`src/rtl/ctrl_alu_unit_if.sv`:
```
// Decode/ALU bundle for ctrl_alu_unit: IF/ID decode inputs, forwarded operands,
// control outputs to ID/EX and the ALU result to EX/MEM.
interface ctrl_alu_unit_if #(parameter int unsigned WIDTH = 32);
  logic [5:0]       opcode;
  logic [5:0]       funct;
  logic             no_op;
  logic [WIDTH-1:0] a;
  logic [WIDTH-1:0] b;
  logic             reg_dst;
  logic             alu_src;
  logic             mem_read;
  logic             mem_write;
  logic             mem_to_reg;
  logic             reg_write;
  logic             branch;
  logic             branch_n;
  logic             jump;
  logic [1:0]       alu_op;
  logic [2:0]       alu_ctrl;
  logic [2:0]       ex_alu_ctrl;
  logic [WIDTH-1:0] alu_result;
  logic             zero;

  modport slave (
    input  opcode, funct, no_op, a, b,
    output reg_dst, alu_src, mem_read, mem_write, mem_to_reg, reg_write,
           branch, branch_n, jump, alu_op, alu_ctrl, ex_alu_ctrl, alu_result, zero
  );

  modport master (
    output opcode, funct, no_op, a, b,
    input  reg_dst, alu_src, mem_read, mem_write, mem_to_reg, reg_write,
           branch, branch_n, jump, alu_op, alu_ctrl, ex_alu_ctrl, alu_result, zero
  );
endinterface

```
`src/rtl/ctrl_alu_unit.sv`:
```
// MIPS-subset main control, ALU-control decode and ALU with registered EX control.
// Optional ALU_NOR_EN adds funct 100111 -> NOR (ALU code 100).
module ctrl_alu_unit #(
  parameter int unsigned WIDTH = 32
) (
  input logic            clk,
  input logic            rst,
  ctrl_alu_unit_if.slave bus
);

  logic       reg_dst, alu_src, mem_read, mem_write, mem_to_reg;
  logic       reg_write, branch, branch_n, jump;
  logic [1:0] alu_op;
  logic [2:0] alu_ctrl;
  logic [2:0] ex_ctrl;
  logic [WIDTH-1:0] result;
  logic             lt;

  always_comb begin
    reg_dst    = 1'b0;
    alu_src    = 1'b0;
    mem_read   = 1'b0;
    mem_write  = 1'b0;
    mem_to_reg = 1'b0;
    reg_write  = 1'b0;
    branch     = 1'b0;
    branch_n   = 1'b0;
    jump       = 1'b0;
    alu_op     = 2'b00;
    // Reset and stall bubbles both squash every control regardless of opcode.
    if (!rst && !bus.no_op) begin
      case (bus.opcode)
        6'b000000: begin reg_dst = 1'b1; reg_write = 1'b1; alu_op = 2'b10; end
        6'b100011: begin
          alu_src = 1'b1; mem_read = 1'b1; mem_to_reg = 1'b1; reg_write = 1'b1;
        end
        6'b101011: begin alu_src = 1'b1; mem_write = 1'b1; end
        6'b000100: begin branch = 1'b1; alu_op = 2'b01; end
        6'b000101: begin branch_n = 1'b1; alu_op = 2'b01; end
        6'b000010: jump = 1'b1;
        6'b001000: begin alu_src = 1'b1; reg_write = 1'b1; end
        6'b001010: begin alu_src = 1'b1; reg_write = 1'b1; alu_op = 2'b11; end
        default: ;
      endcase
    end
  end

  always_comb begin
    alu_ctrl = 3'b010;
    case (alu_op)
      2'b01: alu_ctrl = 3'b110;
      2'b11: alu_ctrl = 3'b111;
      2'b10: begin
        case (bus.funct)
          6'b100010: alu_ctrl = 3'b110;
          6'b100100: alu_ctrl = 3'b000;
          6'b100101: alu_ctrl = 3'b001;
          6'b101010: alu_ctrl = 3'b111;
`ifdef ALU_NOR_EN
          6'b100111: alu_ctrl = 3'b100;
`endif
          default:   alu_ctrl = 3'b010;
        endcase
      end
      default: alu_ctrl = 3'b010;
    endcase
  end

  always_ff @(posedge clk or posedge rst) begin
    if (rst) ex_ctrl <= 3'b010;
    else     ex_ctrl <= alu_ctrl;
  end

  assign lt = $signed(bus.a) < $signed(bus.b);

  always_comb begin
    result = '0;
    case (ex_ctrl)
      3'b000: result = bus.a & bus.b;
      3'b001: result = bus.a | bus.b;
      3'b010: result = bus.a + bus.b;
      3'b110: result = bus.a - bus.b;
      3'b111: result = {{(WIDTH-1){1'b0}}, lt};
`ifdef ALU_NOR_EN
      3'b100: result = ~(bus.a | bus.b);
`endif
      default: result = '0;
    endcase
  end

  assign bus.reg_dst     = reg_dst;
  assign bus.alu_src     = alu_src;
  assign bus.mem_read    = mem_read;
  assign bus.mem_write   = mem_write;
  assign bus.mem_to_reg  = mem_to_reg;
  assign bus.reg_write   = reg_write;
  assign bus.branch      = branch;
  assign bus.branch_n    = branch_n;
  assign bus.jump        = jump;
  assign bus.alu_op      = alu_op;
  assign bus.alu_ctrl    = alu_ctrl;
  assign bus.ex_alu_ctrl = ex_ctrl;
  assign bus.alu_result  = result;
  assign bus.zero        = (result == '0);

endmodule

```
`src/flat_wrapper.sv`:
```
// flat-port wrapper written by rule: the top's interface ports become plain ports
module ctrl_alu_unit_flat 
#(
  parameter int unsigned WIDTH = 32
)
  (clk, rst, bus_opcode, bus_funct, bus_no_op, bus_a, bus_b, bus_reg_dst, bus_alu_src, bus_mem_read, bus_mem_write, bus_mem_to_reg, bus_reg_write, bus_branch, bus_branch_n, bus_jump, bus_alu_op, bus_alu_ctrl, bus_ex_alu_ctrl, bus_alu_result, bus_zero);
  ctrl_alu_unit_if #(.WIDTH(WIDTH)) bus_i ();
  input logic clk;
  input logic rst;
  input wire logic [$bits(bus_i.opcode)-1:0] bus_opcode;
  input wire logic [$bits(bus_i.funct)-1:0] bus_funct;
  input wire logic [$bits(bus_i.no_op)-1:0] bus_no_op;
  input wire logic [$bits(bus_i.a)-1:0] bus_a;
  input wire logic [$bits(bus_i.b)-1:0] bus_b;
  output wire logic [$bits(bus_i.reg_dst)-1:0] bus_reg_dst;
  output wire logic [$bits(bus_i.alu_src)-1:0] bus_alu_src;
  output wire logic [$bits(bus_i.mem_read)-1:0] bus_mem_read;
  output wire logic [$bits(bus_i.mem_write)-1:0] bus_mem_write;
  output wire logic [$bits(bus_i.mem_to_reg)-1:0] bus_mem_to_reg;
  output wire logic [$bits(bus_i.reg_write)-1:0] bus_reg_write;
  output wire logic [$bits(bus_i.branch)-1:0] bus_branch;
  output wire logic [$bits(bus_i.branch_n)-1:0] bus_branch_n;
  output wire logic [$bits(bus_i.jump)-1:0] bus_jump;
  output wire logic [$bits(bus_i.alu_op)-1:0] bus_alu_op;
  output wire logic [$bits(bus_i.alu_ctrl)-1:0] bus_alu_ctrl;
  output wire logic [$bits(bus_i.ex_alu_ctrl)-1:0] bus_ex_alu_ctrl;
  output wire logic [$bits(bus_i.alu_result)-1:0] bus_alu_result;
  output wire logic [$bits(bus_i.zero)-1:0] bus_zero;
  assign bus_i.opcode = bus_opcode;
  assign bus_i.funct = bus_funct;
  assign bus_i.no_op = bus_no_op;
  assign bus_i.a = bus_a;
  assign bus_i.b = bus_b;
  assign bus_reg_dst = bus_i.reg_dst;
  assign bus_alu_src = bus_i.alu_src;
  assign bus_mem_read = bus_i.mem_read;
  assign bus_mem_write = bus_i.mem_write;
  assign bus_mem_to_reg = bus_i.mem_to_reg;
  assign bus_reg_write = bus_i.reg_write;
  assign bus_branch = bus_i.branch;
  assign bus_branch_n = bus_i.branch_n;
  assign bus_jump = bus_i.jump;
  assign bus_alu_op = bus_i.alu_op;
  assign bus_alu_ctrl = bus_i.alu_ctrl;
  assign bus_ex_alu_ctrl = bus_i.ex_alu_ctrl;
  assign bus_alu_result = bus_i.alu_result;
  assign bus_zero = bus_i.zero;
  ctrl_alu_unit #(.WIDTH(WIDTH)) u_core (.clk(clk), .rst(rst), .bus(bus_i));
endmodule
```
`config.mk`:
```
export PLATFORM = sky130hd
export DESIGN_NAME = ctrl_alu_unit_flat
export DESIGN_NICKNAME = d
export VERILOG_FILES = /design/src/rtl/ctrl_alu_unit_if.sv /design/src/rtl/ctrl_alu_unit.sv /design/src/flat_wrapper.sv
export SDC_FILE = /design/constraint.sdc
export NUM_CORES = 1
export LEC_CHECK = 0
export BUFFER_PORTS_ARGS = -buffer_cell sky130_fd_sc_hd__buf_4
export CORE_AREA = 8 8 159 123
export DETAILED_ROUTE_END_ITERATION = 10
export DIE_AREA = 0 0 167 131
export PLACE_DENSITY_LB_ADDON = 0.2
export SYNTH_ARGS = -nofsm -noshare
export SYNTH_HDL_FRONTEND = slang
export SYNTH_SLANG_ARGS = --single-unit
```
`constraint.sdc`:
```
create_clock -name clk -period 2.9 [get_ports clk]
set_input_delay 0 -clock clk [delete_from_list [all_inputs] [get_ports clk]]
set_output_delay 0 -clock clk [all_outputs]
set_load 0.05 [all_outputs]
```
# Word-level counts from Yosys, hierarchy flattened

Index checks and enable logic that the tools add are counted.

Flip-flop bits (word level): 3
Output and inout port bits: 50
Logic and storage cells: 54

Add/sub/neg operators: 2
Order comparisons: 1
Eq/ne operators: 18
Multiplexer cells: 21
Bitwise logic cells: 2
Reduce and logical (&&, ||, !) cells: 9

Operator list:

| kind                                                                  | number |
|---|---|
| 32-bit case mux with 5 select lines                                   | 1 |
| 6-bit equality test, second input constant                            | 6 |
| 32-bit adder                                                          | 1 |
| 32-bit bitwise AND                                                    | 1 |
| 32-bit logical NOT                                                    | 1 |
| 32-bit < comparator                                                   | 1 |
| 32-bit OR                                                             | 1 |
| 32-bit subtractor                                                     | 1 |
| 1-bit two-way mux                                                     | 16 |
| 6-bit by 3-bit equality test with 1-bit output, second input constant | 2 |
| 6-bit by 4-bit equality test with 1-bit output, second input constant | 2 |
| 3-bit case mux with 4 select lines                                    | 1 |
| 3-bit case mux with 3 select lines                                    | 1 |
| 4-bit OR reduction                                                    | 2 |
| 3-bit equality test, second input constant                            | 2 |
| 6-bit by 2-bit equality test with 1-bit output, second input constant | 1 |
| 6-bit logical NOT                                                     | 1 |
| 2-bit case mux with 3 select lines                                    | 1 |
| 2-bit equality test, second input constant                            | 2 |
| 3-bit by 1-bit equality test with 1-bit output, second input constant | 1 |
| 3-bit by 2-bit equality test with 1-bit output, second input constant | 1 |
| 3-bit logical NOT                                                     | 1 |
| 2-bit by 1-bit equality test with 1-bit output, second input constant | 1 |
| 1-bit logical NOT                                                     | 2 |
| 3 further kinds                                                       | 3 |

# Logic depth before layout (Yosys ltp)

Word-level depth: 6
Mapped depth: 15

# Worst setup path before layout

OpenSTA, ideal clock, no wires.

Path kind: register to output
Start: register u_core.ex_ctrl[1] (netlist: u_core.bus.ex_alu_ctrl[1])
End: output bus_zero
Data arrival time: 4.134 ns
Data required time: 2.900 ns
Slack: -1.234 ns
Stages on the path, launching flop included: 13
Path buffers: 1
Path through: dfstp_2 buf_2 nor2_1 nand2_1 o2bb2ai_1 or4_1 a2111oi_0 o211ai_1 nor4_1 nand4bb_1 nor4_1 nand4b_1 nor4_2

Word-level cells in the longest chain between the ends: 3

RTL lines:

| what                                              | line                 | source |
|---|---|---|
| start: declaration                                | ctrl_alu_unit.sv:15  | `logic [2:0] ex_ctrl;` |
| start signal: assignment                          | ctrl_alu_unit.sv:71  | `else ex_ctrl <= alu_ctrl;` |
| 3-bit equality test, or another cell as far along | ctrl_alu_unit.sv:78  | `case (ex_ctrl)` |
| 32-bit case mux with 5 select lines *             | ctrl_alu_unit.sv:78  |  |
| net bus_alu_result[1]                             | flat_wrapper.sv:27   | `output wire logic [$bits(bus_i.alu_result)-1:0] bus_alu_result;` |
| 32-bit logical NOT *                              | ctrl_alu_unit.sv:104 | `assign bus.zero = (result == '0);` |
| end: declaration                                  | flat_wrapper.sv:28   | `output wire logic [$bits(bus_i.zero)-1:0] bus_zero;` |

Mark *: on every way through the listed nets, which the timed path passes. The rest lies on a longest branch.

# Final worst setup path

Start: input bus_b[15]
End: output bus_zero

Word-level cells in the longest chain between the ends: 3

RTL lines:

| what                                            | line                 | source |
|---|---|---|
| start: declaration                              | flat_wrapper.sv:14   | `input wire logic [$bits(bus_i.b)-1:0] bus_b;` |
| 32-bit subtractor, or another cell as far along | ctrl_alu_unit.sv:82  | `3'b110: result = bus.a - bus.b;` |
| 32-bit case mux with 5 select lines *           | ctrl_alu_unit.sv:78  |  |
| 32-bit logical NOT *                            | ctrl_alu_unit.sv:104 |  |

Mark *: on every way between the ends. The rest lies on a longest branch, timed or not.

==> flow_summary.toml <==
[place]
gp_congestion = 1.08
place.port_buffers = 128
hpwl_um = 23100
postPlaceCellArea_mm2 = 0.00941

[timing]
relSlewSlack = 0.618
rsz0062_at_grt = "yes"
worst_slack_ps = -689
tightestPinTransition_ps = 573
drv_slew = 0
finalHoldViolations = 0
fmax_ghz = 0.279
setup_viol = 5
period_share = 1.24
min_period_ps = 3590

[critical_path]
slowest_delay_ps = 550
cp_max_fo = 4
start_kind = "primary input"
cp.required_ps = 2900
path_class = "in2out"
path_common_cell = "buf_4"
endpoint_kind = "output pin"
path_cells = "buf_4 > inv_1 > ha_4 > or4_4 > buf_4 > a21oi_1 > nor2_1 > or3_1 > a31oi_4 > o211ai_2 > a32o_2 > a2111oi_4 > or4b_4 > nor4_4 > buf_6"
crit_arrival_ps = 3590
critPathSlowestCell = "or4_4"

[routing]
avgViaCountPerCell = 5.54
wire_per_inst_um = 18.4
wl_um = 28500
detail-route-antenna-nets = 0
drc = 0
dr.pass1.iters = 5
drt_iter0_markers = 788
vias = 8605

[clock_tree]
cts_sinks = 3
htreeDepth = 1
cts_buffer_depth = 2
tritoncts = "yes"
path_clk_slew_ps = 30
cts_root_buffer = "clkbuf_16"
cts_buffers = 3

[die]
die-area_mm2 = 0.0219
core_area_mm2 = 0.0172
rows = 42
start_util = 0.340
ioPinCount = 129
die_w_um = 167
die_height_um = 131

[global_routing]
grt_max_degree = 17
grt_use_total = 0.247
grt_overflow_total = 0
grt_pass1_wl_um = 44100
antenna_found_initial = 1
grt_pass1_vias = 8421

[power_and_ir_drop]
p_leak_nw = 5.22
ir_drop_uv = 318
powerDensity_mw_per_mm2 = 267

[logic_synthesis]
synth_top_area_cell = "ha_1"
synth-seq-cells = 3
synthTopCellsByArea = "ha_1 22%, a21oi_1 7.0%, inv_1 6.3%, nor2_1 5.6%, o21ai_0 4.5%"
async_flop_share = 1.00
yosysMostFrequentCell = "ha_1"
synthCells = 886
ys_types = 82
synth_edf_count = 0
avgSynthCellArea_um2 = 6.59
synth_commonest_cells = "103 x ha_1, 98 x inv_1, 87 x nor2_1"
syn_area_mm2 = 0.00584
yosys_warnings = 0
yosys.area.top_type_share = 0.221
ys_seq_area_frac = 0.0131
synth_top_flop_cell = "dfrtp_1"
synth_fp_nets = 1070

[cells_and_area]
syn2layout_area_growth_pct = 86.2
diodes = 0
largest_register_ffs = 3
drive_above_1_share = 0.496
nets = 1519
post-route-util = 0.632
final_area_mm2 = 0.0109
multi_input_area_mm2 = 0.00610
n_fill_cell = 1486
regArea_um2 = 76.3

[hold_path]
hold_end = "u_core.bus.ex_alu_ctrl[1]"
hp-start = "bus_funct[1]"
min_delay_path_depth = 3
hold_path_class = "in2reg"

[job]
maxCapViolCount = 0

[status]
violations = "negative setup slack"
status = "complete, but fails checks"
[report_power, final]
part / internal (mW) / switching [mW]
combinational: 1.23 / 1.41
sequential: 0.0423 / 0.000342
clock: 0.182 / 0.0433
[worst max-delay path by stage]
stage / to / from / slack [ps] / cells past startpoint
final: bus_zero / bus_b[15] / -690 / 15
after global routing: bus_zero / bus_a[0] / -840 / 19
after CTS: bus_zero / u_core.bus.ex_alu_ctrl[1] / -660 / 12
after detailed placement: bus_zero / bus_b[4] / -1200 / 15
after global placement: bus_zero / bus_b[4] / -1310 / 15
after floorplan: bus_zero / bus_b[6] / -840 / 13
[final cells by class]
type / instances / area share
clock buffer: 4 / 0.00725
inverter: 100 / 0.0359
tap: 220 / 0.0253
sequential: 3 / 0.00702
multi-input combinational: 730 / 0.561
timing repair buffer: 497 / 0.363
[cells by family after synthesis]
family | count (synthesis) | share of synthesized area
multiplexers | 7 | 0.0122
AO/OA/AOI/OAI | 305 | 0.361
adder cells (fa/ha/maj) | 105 | 0.228
buffers and inverters | 153 | 0.104
XOR/XNOR | 17 | 0.0255
AND/OR/NAND/NOR | 296 | 0.257
flip-flops | 3 | 0.0131
[layer usage]
metal	GRT usage	vias to the layer above	wire [um]
met5	0	-	13
li1	-	4117	-
met1	0.344	3974	13100
met3	0.0642	44	3070
met2	0.375	468	11800
met4	0.0512	2	516
[cell usage in the layout (no fill, tap or decap), types with 7 or more instances in the layout]
cell type	netlist	routed
ha_2	0	9
nand4_1	15	15
a21oi_1	82	64
inv_2	1	11
o21bai_1	12	11
a21oi_2	0	13
ha_1	103	74
ha_4	0	20
buf_4	1	446
or3_1	13	12
o211ai_1	10	10
a21o_1	15	15
xnor2_1	14	13
buf_8	0	7
nor3_1	26	24
a31oi_1	13	9
o21ai_0	52	40
a211o_1	10	9
inv_1	98	83
or4_4	1	8
nor2_1	87	84
nand2_1	54	53
nor2b_1	12	9
o22ai_1	15	11
nor4_1	13	7
nand2b_1	16	15
nand3_1	23	23
buf_6	1	43
a211oi_1	10	7
[per-stage QoR]
step           power [mW]  cells  TNS, ps  hold slack (ps)  worst slack (ps)
2_1_floorplan        1.20    886     -840             -247              -838
3_3_place_gp         2.25   1517    -4740             -103             -1310
3_5_place_dp         2.25   1517    -4740             -100             -1200
4_1_cts              2.71   1539     -923             52.5              -655
5_1_grt              3.06   1554    -1750             81.7              -839
6_report             2.91   1554    -1180             48.5              -689
[worst max-delay path, delay by kind of cell]
family                     cells  cell delay [ps]
adders and majority gates      1              220
AOI/OAI and AO/OA              5              930
buffers and inverters          4              580
and+or+nand+nor                5             1850
[repair_timing]
action / 4_1_cts / 5_1_grt
resized for setup: 151 / 98
pin swaps: 47 / 50
hold buffers: 1 / 0
endpoints found under the hold margin: 3 / 0
setup buffers: 18 / 19
setup endpoints to repair: 14 / 17
Note: power is estimated with default switching activity, not from simulation.
